--- config.mk ---
export PLATFORM = sky130hd
export DESIGN_NAME = syn_fifo
export DESIGN_NICKNAME = d
export VERILOG_FILES = /design/src/rtl/syn_fifo.sv
export SDC_FILE = /design/constraint.sdc
export NUM_CORES = 1
export LEC_CHECK = 0
export ABC_AREA = 1
export BUFFER_PORTS_ARGS = -buffer_cell sky130_fd_sc_hd__buf_2
export CAP_MARGIN = 20
export CORE_UTILIZATION = 35
export CTS_CLUSTER_SIZE = 24
export DETAILED_ROUTE_END_ITERATION = 8
export HOLD_SLACK_MARGIN = 0.08
export PLACE_DENSITY_LB_ADDON = 0.08
export SETUP_SLACK_MARGIN = 0.15
export SYNTH_ARGS = -nofsm -noshare
export SYNTH_HDL_FRONTEND = slang
export SYNTH_SLANG_ARGS = --single-unit
--- constraint.sdc ---
create_clock -name clk -period 5.6 [get_ports clk]
set_input_delay 0 -clock clk [delete_from_list [all_inputs] [get_ports clk]]
set_output_delay 0 -clock clk [all_outputs]
set_load 0.01 [all_outputs]
--- src/rtl/syn_fifo.sv ---
// Single-clock FIFO with M-1 usable entries and a registered read port.
// Full/empty come straight from the pointers; one slot stays empty to tell them apart.
module syn_fifo #(
    parameter int N = 8,
    parameter int M = 16
) (
    input  logic         clk,
    input  logic         reset,
    input  logic [N-1:0] data_in,
    input  logic         write_en,
    input  logic         read_en,
    output logic [N-1:0] data_out,
    output logic         full,
    output logic         empty
);

    localparam int AW = $clog2(M);

    logic [N-1:0]  mem [M];
    logic [AW-1:0] wr_ptr;
    logic [AW-1:0] rd_ptr;
    logic          do_wr;
    logic          do_rd;

    assign empty = (wr_ptr == rd_ptr);
    assign full  = ((wr_ptr + AW'(1)) == rd_ptr);
    assign do_wr = write_en && !full;
    assign do_rd = read_en && !empty;

    // Storage is not reset; pointers alone define what is valid.
    always_ff @(posedge clk) begin
        if (reset && do_wr) begin
            mem[wr_ptr] <= data_in;
        end
    end

    always_ff @(posedge clk) begin
        if (!reset) begin
            wr_ptr   <= '0;
            rd_ptr   <= '0;
            data_out <= '0;
        end else begin
            if (do_wr) begin
                wr_ptr <= wr_ptr + AW'(1);
            end
            if (do_rd) begin
                data_out <= mem[rd_ptr];
                rd_ptr   <= rd_ptr + AW'(1);
            end
        end
    end

endmodule

==> results_dict.tcl <==
set metrics [dict create \
    post_synth_mux_area_share 0 \
    cts_resized 0 \
    timing_hold_violations_final 0 \
    power.density_nw_per_um2 450.5 \
    count_of_antenna_diodes_in_the_layout 0 \
    ys_async_sr_fraction 0 \
    yosys.area_share.xor_xnor 0.01120 \
    overflow 0 \
    worst-slew-pin-transition_ps 787.8 \
    cts_tree "done" \
    port_buffers 21 \
    die_height_um 135.7 \
    critPathLaunchType "register" \
    vdd_drop_max_mv 0.2503 \
    synthFlopType "sky130_fd_sc_hd__edfxtp_1" \
    fill_count 1660 \
    via_per_inst 4.891 \
    layout-drive-gt1-share 0.1113 \
    wl_mm 15.87 \
    cp_data_arrival_time_ps 2660 \
    first_pass_grt_wire_length_mm 24.34 \
    synthesis.area_um2 6256 \
    synth-warning-count 0 \
    p_leak_nw 2.748 \
    yosys.area_share.adder 0.01000 \
    maxcap_viol_count 0 \
    busiest_grt_layer "met2" \
    synthDistinctLibCells 26 \
    synthesis.nets 627 \
    cp_data_required_time_ps 5650 \
    die-width_um 135.7 \
    cts.sink_count 144 \
    floorplan.io_pins 22 \
    drv_slew 0 \
    unrepaired_setup_endpoints_after_global_routing "no" \
    placed_cells 828 \
    synth_edf_count 128 \
    fin_cells 872 \
    timing.slew.headroom 0.4741 \
    clock_root_buffer "sky130_fd_sc_hd__clkbuf_16" \
    detail_route.iter0.violations 372 \
    met1_usage 0.2565 \
    grt.total_usage 0.1866 \
    period_minus_slack_ps 2618 \
    final_replace_weighted_congestion 0.8645 \
    timing.setup.critical_path_class "reg -> reg" \
    synth-compound-area-share 0.03980 \
    largest_net_degree_at_the_start_of_global_routing 66 \
    initial_utilization 0.3604 \
    synthesis.instances 610 \
    finalClockSkew_ps 5.962 \
    clk_latency_ps 420 \
    combinational_family_with_the_most_area_after_synthesis "simple AND/OR/NAND/NOR gates" \
    first_pass_iters 5 \
    detail-route-antenna-nets 0 \
    grt_use_met2 0.2866 \
    first_global_vias 4182 \
    row_count 48 \
    core-area_um2 17360 \
    initial_antenna_violation_count 0 \
    ys_seq_elements 144 \
    p_total_mw 3.254 \
    clk_path_buf_depth 2 \
    peak_fanout_along_the_critical_path 20 \
    share_of_synthesized_area_occupied_by_flip_flops_and_latches 0.6656 \
    final_area_um2 7223 \
    fin_worst_hold_slack_ps 435.7 \
    die_area_um2 18410 \
    route.vias.total 4265 \
    post_synth_and_or_nand_nor_area_fraction 0.2186 \
    hpwlAfterDp_mm 10.20 \
    number_of_buffers_added_by_the_clock_tree_synthesis_step 17 \
    drc_errors 0 \
    cts_htree_levels 4 \
    synthToLayoutAreaGrowth_pct 15.46 \
    globalRouteMet3Util 0.04003 \
    worstHoldPathType "in -> reg" \
    run_status "complete, no violations" \
    num-nets-final 651 \
    syn_avg_cell_area_um2 10.26 \
    final_setup_violating_endpoints 0 \
    worstSetupEndpointType "register" \
    clock.fmax_ghz 0.3819 \
    detail_route.wl_per_cell_um 18.20 \
    cts.clk_slew.worst_paths_ps 60 \
    tns_ps 0 \
    final_min_period_over_clock_period 0.4676 \
    detailed_place.area_um2 6505 \
]
==> final timing paths <==
path / cells past startpoint / start / endpoint / slack (ps)
max: 6 / rd_ptr[3] / mem[7][4] / 2980
min: 4 / reset / rd_ptr[1] / 440
max reg2reg: 6 / rd_ptr[3] / mem[7][4] / 2980
min reg2reg: 4 / data_out[6] / data_out[6] / 530
==> synth_stat cells, types with 5 or more instances <==
master                     count  area share
sky130_fd_sc_hd__a21oi_1      14       0.011
sky130_fd_sc_hd__buf_2        16       0.013
sky130_fd_sc_hd__clkbuf_1      6      0.0036
sky130_fd_sc_hd__dfxtp_1      16       0.051
sky130_fd_sc_hd__edfxtp_1    128        0.61
sky130_fd_sc_hd__ha_1          5       0.010
sky130_fd_sc_hd__inv_1        45       0.027
sky130_fd_sc_hd__nand2_1     158       0.095
sky130_fd_sc_hd__nand3_1      72       0.058
sky130_fd_sc_hd__nor2_1       78       0.047
sky130_fd_sc_hd__nor2_2       11       0.011
sky130_fd_sc_hd__o21ai_0      34       0.027
sky130_fd_sc_hd__xor2_1        5      0.0070
==> state kept, by name (all words and copies together), names as in the netlist <==
name / count
rd_ptr: 4
mem: 128
wr_ptr: 4
data_out: 8
==> layer usage <==
layer,share of wire,vias to the layer above
li1,-,2072
met1,0.48,2083
met2,0.47,96
met3,0.043,14
met4,0.015,0
met5,0,-
==> area by class of cell <==
| cell class | count | area, µm² | share of cell area |
|---|---|---|---|
| timing repair buffer | 36 | 245.2 | 0.03395 |
| sequential | 144 | 4167 | 0.5768 |
| inverter | 48 | 180.2 | 0.02494 |
| clock inverter | 14 | 171.4 | 0.02373 |
| multi-input combinational | 387 | 1749 | 0.2422 |
| clock buffer | 18 | 429.2 | 0.05941 |
| tap | 225 | 281.5 | 0.03897 |
==> what timing repair did <==
action	CTS	global route
endpoints found under the hold margin	136	0
hold buffers	11	0
buffers inserted	0	0
==> cells by family after synthesis <==
group,count (synthesis)
AOI/OAI and AO/OA,49
xor gates and xnor gates,8
adders and majority gates,5
buffers and inverters,79
DFF,144
and+or+nand+nor,325
==> through the flow <==
| step | util | worst slack (ps) |
|---|---|---|
| 2_1_floorplan | - | 3371 |
| 3_3_place_gp | 0.3748 | 2781 |
| 3_5_place_dp | 0.3748 | 2689 |
| 4_1_cts | 0.4157 | 2679 |
| 5_1_grt | 0.4162 | 2766 |
| 6_report | 0.4162 | 2982 |
==> report_power, final <==
group / switching, mW / internal (mW)
combinational: 0.580 / 0.241
clock: 0.427 / 0.736
sequential: 0.0471 / 1.22
total: 1.05 / 2.20
==> placed cells by master, fill, tap and decap left out, drive strengths merged <==
cell	count
a21oi	15
buf	24
bufinv	4
clkbuf	19
clkinv	10
clkinvlp	1
dfxtp	16
dlygate4sd3	11
edfxtp	128
ha	5
inv	47
nand2	161
nand3	73
nand4	1
nor2	89
nor3	1
o21ai	34
xnor2	3
xor2	5
==> worst max-delay path, cell delays in order (launching register included) <==
cell and delay, ps:
sky130_fd_sc_hd__dfxtp_1 830, sky130_fd_sc_hd__xnor2_1 190, sky130_fd_sc_hd__nand2_1 90, sky130_fd_sc_hd__nand2_1 80
sky130_fd_sc_hd__nand2_4 120, sky130_fd_sc_hd__nand3_4 250, sky130_fd_sc_hd__nor2_1 660
Power figures use the tool's default switching activity.
